### src/rtl/rst_seq_pkg.sv
// Shared types for the reset sequencer: FSM state and last-reset-cause encoding.
// No logic; imported by rst_seq_sys.
package rst_seq_pkg;

    typedef enum logic [1:0] {
        HOLD   = 2'd0,
        PERIPH = 2'd1,
        RUN    = 2'd2,
        SWRST  = 2'd3
    } rst_seq_state_e;

    typedef enum logic [1:0] {
        RST_CAUSE_PIN  = 2'b01,
        RST_CAUSE_LOCK = 2'b10,
        RST_CAUSE_SW   = 2'b11
    } rst_cause_e;

    function automatic int max3(input int a, input int b, input int c);
        int m;
        m = (a > b) ? a : b;
        return (m > c) ? m : c;
    endfunction

endpackage

### src/rtl/sync_nff.sv
// N-stage flop synchroniser with async active-low clear to 0; latency N edges.
// No backpressure: free-running sampler.
module sync_nff #(
    parameter int N = 2
) (
    input  logic clk_i,
    input  logic rst_ni,
    input  logic d,
    output logic q
);

    logic [N-1:0] sr;

    always_ff @(posedge clk_i or negedge rst_ni) begin
        if (!rst_ni) begin
            sr <= '0;
        end else begin
            sr <= {sr[N-2:0], d};
        end
    end

    assign q = sr[N-1];

endmodule

### src/rtl/rst_seq_sys.sv
// Staged reset sequencer: peripherals released SYNC_STAGES+HOLD_CYCLES edges after reset/lock, core CORE_DELAY later.
// No backpressure: lock loss and software requests force both resets low on the next edge.
module rst_seq_sys
    import rst_seq_pkg::*;
#(
    parameter int SYNC_STAGES   = 2,
    parameter int HOLD_CYCLES   = 16,
    parameter int CORE_DELAY    = 8,
    parameter int SW_RST_CYCLES = 16
) (
    input  logic       clk_i,
    input  logic       rst_ni,
    input  logic       pll_locked_i,
    input  logic       sw_rst_req_i,
    output logic       rst_periph_no,
    output logic       rst_core_no,
    output logic       rst_done_o,
    output logic [1:0] rst_cause_o
);

    localparam int CNT_MAX = max3(HOLD_CYCLES, CORE_DELAY, SW_RST_CYCLES);
    localparam int CW      = $clog2(CNT_MAX + 1);

    localparam logic [CW-1:0] HOLD_LAST = CW'(HOLD_CYCLES - 1);
    localparam logic [CW-1:0] CORE_LAST = CW'(CORE_DELAY - 1);
    localparam logic [CW-1:0] SW_LAST   = CW'(SW_RST_CYCLES - 1);

    logic           rst_s;
    logic           lock_s;
    rst_seq_state_e state;
    logic [CW-1:0]  cnt;
    logic           periph_q;
    logic           core_q;
    rst_cause_e     cause_q;

    sync_nff #(.N(SYNC_STAGES)) u_sync_rst (
        .clk_i  (clk_i),
        .rst_ni (rst_ni),
        .d      (1'b1),
        .q      (rst_s)
    );

    sync_nff #(.N(SYNC_STAGES)) u_sync_lock (
        .clk_i  (clk_i),
        .rst_ni (rst_ni),
        .d      (pll_locked_i),
        .q      (lock_s)
    );

    always_ff @(posedge clk_i or negedge rst_ni) begin
        if (!rst_ni) begin
            state    <= HOLD;
            cnt      <= '0;
            periph_q <= 1'b0;
            core_q   <= 1'b0;
            cause_q  <= RST_CAUSE_PIN;
        end else if (state == HOLD) begin
            // Any unlocked edge restarts the hold window; cause is left alone here.
            if (!lock_s) begin
                cnt <= '0;
            end else if (rst_s) begin
                if (cnt == HOLD_LAST) begin
                    state    <= PERIPH;
                    periph_q <= 1'b1;
                    cnt      <= '0;
                end else begin
                    cnt <= cnt + 1'b1;
                end
            end
        end else if (!lock_s) begin
            // Lock loss outranks a software request seen on the same edge.
            state    <= HOLD;
            periph_q <= 1'b0;
            core_q   <= 1'b0;
            cnt      <= '0;
            cause_q  <= RST_CAUSE_LOCK;
        end else begin
            unique case (state)
                PERIPH: begin
                    if (cnt == CORE_LAST) begin
                        state  <= RUN;
                        core_q <= 1'b1;
                        cnt    <= '0;
                    end else begin
                        cnt <= cnt + 1'b1;
                    end
                end
                RUN: begin
                    if (sw_rst_req_i) begin
                        state    <= SWRST;
                        periph_q <= 1'b0;
                        core_q   <= 1'b0;
                        cnt      <= '0;
                        cause_q  <= RST_CAUSE_SW;
                    end
                end
                SWRST: begin
                    if (cnt == SW_LAST) begin
                        state <= HOLD;
                        cnt   <= '0;
                    end else begin
                        cnt <= cnt + 1'b1;
                    end
                end
                default: begin
                    state <= HOLD;
                    cnt   <= '0;
                end
            endcase
        end
    end

    assign rst_periph_no = periph_q;
    assign rst_core_no   = core_q;
    assign rst_done_o    = core_q;
    assign rst_cause_o   = cause_q;

endmodule

### config.mk
export PLATFORM = sky130hd
export DESIGN_NAME = rst_seq_sys
export DESIGN_NICKNAME = d
export VERILOG_FILES = /design/src/rtl/rst_seq_pkg.sv /design/src/rtl/sync_nff.sv /design/src/rtl/rst_seq_sys.sv
export SDC_FILE = /design/constraint.sdc
export NUM_CORES = 1
export LEC_CHECK = 0
export CORE_MARGIN = 4
export CORE_UTILIZATION = 55
export CTS_BUF_LIST = sky130_fd_sc_hd__clkbuf_16
export DETAILED_ROUTE_END_ITERATION = 10
export PLACE_DENSITY = 0.79
export SLEW_MARGIN = 20
export SYNTH_ARGS = -nofsm -noshare
export SYNTH_HDL_FRONTEND = slang
export SYNTH_SLANG_ARGS = --single-unit
export TNS_END_PERCENT = 10
### constraint.sdc
create_clock -name clk_i -period 4.05 [get_ports clk_i]
set_input_delay 0.81 -clock clk_i [delete_from_list [all_inputs] [get_ports clk_i]]
set_output_delay 0.81 -clock clk_i [all_outputs]
set_load 0.02 [all_outputs]
==> run metrics, run 1 <==
outcome=finished clean; synthesized area=901 sq um; # Post-CTS Setup Buffers=0; Worst Path Required=3.24 ns; Seq/Total Area, Yosys=41.8%; CP peak stage delay=0.59 ns; largest net degree at the start of global routing=16; routed len/inst=15.5 um; Crit path arrival time=1.36 ns; synthesis-to-layout area growth=17.8%; power share of the clock group=50.6%; post-synthesis mux area share=0%; number of buffers and inverters on the critical path=1; Post-Synthesis Cells=88; top post-synthesis cells by area=dfrtp_1 (39%), ha_1 (9.7%), o32ai_4 (6.1%); Highest Clock Rate=0.461 GHz; critical path peak fanout=2; full die area=2350 sq um; Critical path origin=rst_cause_o[0]$_DFFE_PN1P_; #FFs+latches synth=15; TNS Setup=0 ns; number of synthesized flops with an enable pin=0; global-route wire length before repair=3020 um; Rel. slew slack=53.5%; Compound-Gate Fraction of Synth Area=25.6%; CTS Buf Count=3; Gate power share=6.6%; Slew Limit Fails=0; Placed Area=981 sq um; vias in the first global route=694; num ports=9; CTS clk-pin slew, worst paths=0.05 ns; RSZ-0062 raised after global routing=no; DRC violations left=0; CTS sink count=15; CP Capture Point=rst_cause_o[0]; CTS H-Tree Depth=1; minimum clock period=2.17 ns; drt pass-1 iters=4; layout cell share with drive strength beyond 1=10.3%; Finish-stage setup viols=0; synth warn=0; launching point of the worst reg2reg path=state[0]$_DFFE_PN0P_; via count=680; Post-Synth Adder-Cell Area=9.72%; critical path depth=1; ys flop type=dfrtp_1; Post-Synthesis Net Count=99; endpoint of the worst register-to-register path=cnt[3]$_DFFE_PN0P_; Rows=14; initial antenna violation count=0; Hold Vio Cnt, Final=0; Vert. Die Dim=48.5 um; largest family of logic cells by synthesized area=compound AO/OA/AOI/OAI gates; Seq pwr share=42.8%; Psw=0.0796 mW; fin crit share=53.6%; slowest CP cell=clkdlybuf4s50_1; Post-CTS Resized=0; gr usage total=16.3%; Peak VDD IR=0.000268 V; Finished Cell Area=1060 sq um; max-cap violation count=0; Max clock buf depth=2; Tightest Pin Transition=0.695 ns; Yosys top cell by area=dfrtp_1; Core ar.=1520 sq um; Starting Density=59.1%; Reg2Reg Depth=6; HP Class=flip-flop to flip-flop; Final GP Congestion=0.864; dpl hpwl=1240 um; R2R setup slack=1.89 ns; post-route clock skew=0.00341 ns; post-synth cell types=31; share of the synthesized area in the top cell type=38.9%; Post-Syn Area per Cell=10.2 sq um; Worst-Skew Late Latency=0.25 ns; Simple-Gate Fraction of Synth Area=16.1%; Internal=0.301 mW; startpoint types=flip-flop; Antenna Cells=0; Worst Setup End Kind=primary output; xor/xnor cell area share of the yosys netlist=0%; cts hold-fix bufs=0; # port buffers=8; vias per cell=6.02; Crit Path Class=flip-flop to primary output; Static Leak=0.426 nW; top-count cell post-synth=dfrtp_1; Post-synth top cells=dfrtp_1 (14), inv_1 (10), nand2_1 (8), ha_1 (7), o21ai_0 (7); gr ovfl total=0; Root Driver=clkbuf_16; power density over the cells=358 nW/um^2; TritonCTS clock tree=yes; CP cell instances=clkdlybuf4s50_1; total wire length=1750 um; Async S/R FF share, synth=100%; Die W=48.5 um; fin nets=109; ANT nets after route=0; number of DRC markers in iteration 0=18; critical path's top delay family=buffers and inverters; Sw Share=20.9%
[per-layer routing]
layer	GRT usage, %	wire length (um)	part of all wire, %	vias to the layer above
li1	-	-	-	331
met1	20.6	814	47	330
met2	24.3	807	46	13
met3	4.29	71	4.1	6
met4	10.8	51	2.9	0
met5	0	0	0	-
[power groups by stage]
stage                     combinational (mW)  sequential, mW  clock (mW)
after detailed placement              0.0255           0.165           0
after global routing                  0.0276           0.164       0.210
after floorplan                       0.0169           0.163           0
final                                 0.0250           0.163       0.193
after global placement                0.0242           0.165           0
after CTS                             0.0255           0.163       0.196
[metrics by stage]
stage          util, %  hold slack, ns  cells  worst slack, ns  power [mW]
6_report          69.6           0.350    113             1.88       0.380
5_1_grt           69.6           0.363    113             1.77       0.401
4_1_cts           69.6           0.352    113             1.87       0.385
3_5_place_dp      64.4           0.340    109             1.73       0.191
3_3_place_gp      64.4           0.334    109             1.75       0.189
2_1_floorplan        -           0.331     88             2.19       0.180
[cells by family after synthesis]
family | after synthesis
adder cells (fa/ha/maj) | 7
other | 1
buffers and inverters | 13
flip-flops | 15
AND/OR/NAND/NOR | 24
AO/OA/AOI/OAI | 28
[worst min-delay path by stage]
stage	startpoint	end	slack, ns	depth (start not counted)
finish	u_sync_rst.sr[0]$_DFF_PN0_	u_sync_rst.sr[1]$_DFF_PN0_	0.35	0
global route	u_sync_rst.sr[0]$_DFF_PN0_	u_sync_rst.sr[1]$_DFF_PN0_	0.36	0
CTS	u_sync_rst.sr[0]$_DFF_PN0_	u_sync_rst.sr[1]$_DFF_PN0_	0.35	0
detailed placement	u_sync_rst.sr[0]$_DFF_PN0_	u_sync_rst.sr[1]$_DFF_PN0_	0.34	0
global placement	u_sync_lock.sr[0]$_DFF_PN0_	u_sync_lock.sr[1]$_DFF_PN0_	0.33	0
floorplan	u_sync_lock.sr[0]$_DFF_PN0_	u_sync_lock.sr[1]$_DFF_PN0_	0.33	0
[sequential cells by signal (all words and copies together) (netlist names)]
name	flops
cnt	5
rst_cause_o	2
rst_core_no	1
rst_periph_no	1
state	2
u_sync_lock.sr	2
u_sync_rst.sr	2
[cell usage in the layout (no fill, tap or decap), drive strengths merged]
cell type and count:
dfrtp 14, inv 10, o21ai 9, nand2 8
clkdlybuf4s50 8, ha 7, nand3 6, a21oi 4
nand2b 3, clkbuf 3, o32ai 2, o31a 2
o31ai 2, or2b 2, nor4bb 1, nand4 1
a31oi 1, o21bai 1, o221ai 1, o21a 1
nor2 1, a2111o 1, or2 1, a31o 1
or4b 1, a32o 1, a211o 1, o311ai 1
clkinv 1, dfstp 1, conb 1
[cell type report]
| class | instances | area, sq um |
|---|---|---|
| inverter | 10 | 37.5 |
| fill | 111 | 463 |
| clock buffer | 3 | 75.1 |
| timing repair buffer | 8 | 80.1 |
| tap | 16 | 20.0 |
| multi-input combinational | 60 | 467 |
| sequential | 15 | 377 |
| clock inverter | 1 | 5.00 |
Note: power is estimated with default switching activity, not from simulation.
==> run 2, diff against run 1 <==
--- a/config.mk
+++ b/config.mk
@@ -6,10 +6,10 @@
 export NUM_CORES = 1
 export LEC_CHECK = 0
 export CORE_MARGIN = 4
-export CORE_UTILIZATION = 55
+export CORE_UTILIZATION = 49
 export CTS_BUF_LIST = sky130_fd_sc_hd__clkbuf_16
 export DETAILED_ROUTE_END_ITERATION = 10
-export PLACE_DENSITY = 0.79
+export PLACE_DENSITY = 0.75
 export SLEW_MARGIN = 20
 export SYNTH_ARGS = -nofsm -noshare
 export SYNTH_HDL_FRONTEND = slang
==> constraint.sdc (replaced) <==
create_clock -name clk_i -period 1.8 [get_ports clk_i]
set_input_delay 0.36 -clock clk_i [delete_from_list [all_inputs] [get_ports clk_i]]
set_output_delay 0.36 -clock clk_i [all_outputs]
set_load 0.02 [all_outputs]
==> run 2 against run 1 <==
Effect of this change: register-to-register slack worse by 1.9 ns; clock skew about the same; routed wire length rose by 26%; cell area rose by 18%; first-iteration DRC count grew 17%; global-route usage increased by 2.2 points; worst hold slack lost 0.0050 ns; setup slack worse by 1.9 ns; sequential power up 120%; final cell count is 24% higher; die area increased by 10%.
==> run metrics, run 2 (same netlist as run 1, synthesis figures left out) <==
outcome=finished clean; Core ar.=1730 sq um (+13%); DRC violations left=0 (unchanged); Final GP Congestion=0.890 (+3.0%); global-route wire length before repair=3570 um (+18%); fin nets=127 (+17%); synthesis-to-layout area growth=38.9%; commonest non-fill, non-tap cell in the layout=buf_4; Critical path origin=cnt[1]$_DFFE_PN0P_; max-cap violation count=0 (unchanged); vias per cell=5.68 (-5.6%); CTS H-Tree Depth=1 (unchanged); startpoint types=flip-flop; TritonCTS clock tree=yes; # fillers=125 (+13%); commonest cells after routing, fill and taps aside=buf_4 (17), dfrtp_1 (14), inv_1 (9); number of DRC markers in iteration 0=21 (+3); num ports=9 (unchanged); Crit path arrival time=1.96 ns (+0.60 ns); cts hold-fix bufs=0 (unchanged); critical path's top delay family=buffers and inverters; gr ovfl total=0 (unchanged); dpl hpwl=1410 um (+14%); hold path start=u_sync_rst.sr[0]$_DFF_PN0_; launching point of the worst reg2reg path=cnt[1]$_DFFE_PN0P_; post-route clock skew=0.00321 ns (-0.000193 ns); CP peak stage delay=0.36 ns (-0.23 ns); met2 usage=31.1% (+6.7 points); power density over the cells=702 nW/um^2 (+96%); total wire length=2200 um (+26%); HP Class=flip-flop to flip-flop; Max clock buf depth=2 (unchanged); Crit Path Class=flip-flop to flip-flop; CTS sink count=15 (unchanged); Starting Density=52.2% (-6.9 points); drt pass-1 iters=4 (unchanged); Placed Area=1100 sq um (+12%); Highest Clock Rate=0.562 GHz; Slew Limit Fails=0 (unchanged); slowest CP cell=dfrtp_1; RSZ-0062 raised after global routing=yes; Finish-stage setup viols=0 (unchanged); Worst-Skew Late Latency=0.25 ns (about the same); largest net degree at the start of global routing=16 (unchanged); final hold slack=0.345 ns (-0.00499 ns); routed len/inst=15.7 um (+1.7%); Rows=15 (+1); via count=795 (+17%); register area=377 sq um (unchanged); Biggest register=cnt; Peak VDD IR=0.000743 V (+180%); minimum clock period=1.78 ns; Multi-input gate area=508 sq um (+8.8%); ANT nets after route=0 (unchanged); CTS Buf Count=3 (unchanged); initial antenna violation count=0 (unchanged); GRT Max-Usage Layer=met2; CP cell instances=ha_2, nand3_2, inv_2, ha_4, buf_4, nand4_1, buf_4, a2111o_1, nand3_1; Root Driver=clkbuf_16; Hold Vio Cnt, Final=0 (unchanged); CTS clk-pin slew, worst paths=0.05 ns (about the same); Design Power=0.879 mW (+130%); Static Leak=0.519 nW (+22%); Die W=50.9 um (+5.0%); final core occ=72.5% (+2.8 points); fin crit share=98.9%; critical path peak fanout=2 (unchanged); gr usage total=18.6% (+2.2 points); max reg flops=5 (unchanged); Antenna Cells=0 (unchanged); layout cell share with drive strength beyond 1=31.3% (+21 points); # port buffers=8 (unchanged); full die area=2590 sq um (+10%); Worst Path Required=1.98 ns (-1.26 ns); met1 Use GR=22.6% (+1.9 points); Worst path most repeated cell=buf_4; vias in the first global route=797 (+15%); number of buffers and inverters on the critical path=3 (+2); Finished Cell Area=1250 sq um (+18%); TNS Setup=0 ns (unchanged); grt met3 use=4.08% (-0.21 points); Worst Setup End Kind=flip-flop; Vert. Die Dim=50.9 um (+5.0%)
==> run 2: final cells by class <==
cell class,count,area share (%)
Multi-Input combinational cell,60,40.6
Sequential cell,15,30.1
Timing Repair Buffer,26,17.5
Clock buffer,3,6.00
Inverter,10,3.00
Tap cell,25,2.50
Clock inverter,1,0.300
==> run 2: metrics by stage <==
step           setup slack, ns  instances
2_1_floorplan           0.0143         88
3_3_place_gp           0.00317        131
3_5_place_dp           -0.0439        131
4_1_cts                 0.0103        137
5_1_grt                -0.0821        140
6_report                0.0191        140
==> run 2: metal layers <==
| layer | vias up | wire, um |
|---|---|---|
| met4 | 0 | 24 |
| met3 | 4 | 105 |
| met2 | 25 | 1110 |
| met1 | 395 | 962 |
| li1 | 371 | - |
| met5 | - | 0 |
==> run 2: power breakdown <==
| part | leakage [nW] | total (mW) | switching, mW | internal, mW |
|---|---|---|---|---|
| registers | 0.189 | 0.364 | 0.0120 | 0.352 |
| clock network | 0.0423 | 0.425 | 0.132 | 0.294 |
| logic | 0.288 | 0.0891 | 0.0412 | 0.0479 |
| total | 0.519 | 0.879 | 0.185 | 0.694 |
==> run 2: final timing paths <==
check	endpoint	slack, ns	depth (start not counted)
setup / recovery	state[0]$_DFFE_PN0P_	0.02	9
hold / removal	u_sync_rst.sr[1]$_DFF_PN0_	0.34	0
setup reg to reg	state[0]$_DFFE_PN0P_	0.02	9
hold reg to reg	u_sync_rst.sr[1]$_DFF_PN0_	0.34	0
max in group asynchronous	rst_cause_o[0]$_DFFE_PN1P_	1.12	2
min in group asynchronous	rst_periph_no$_DFFE_PN0P_	0.43	2
==> run 2: what timing repair did <==
item                       in CTS  in global routing
gates resized for setup         2                 10
buffers inserted                2                  3
setup endpoints to repair       4                  7
pin swaps                       1                  5
cloned                          0                  0
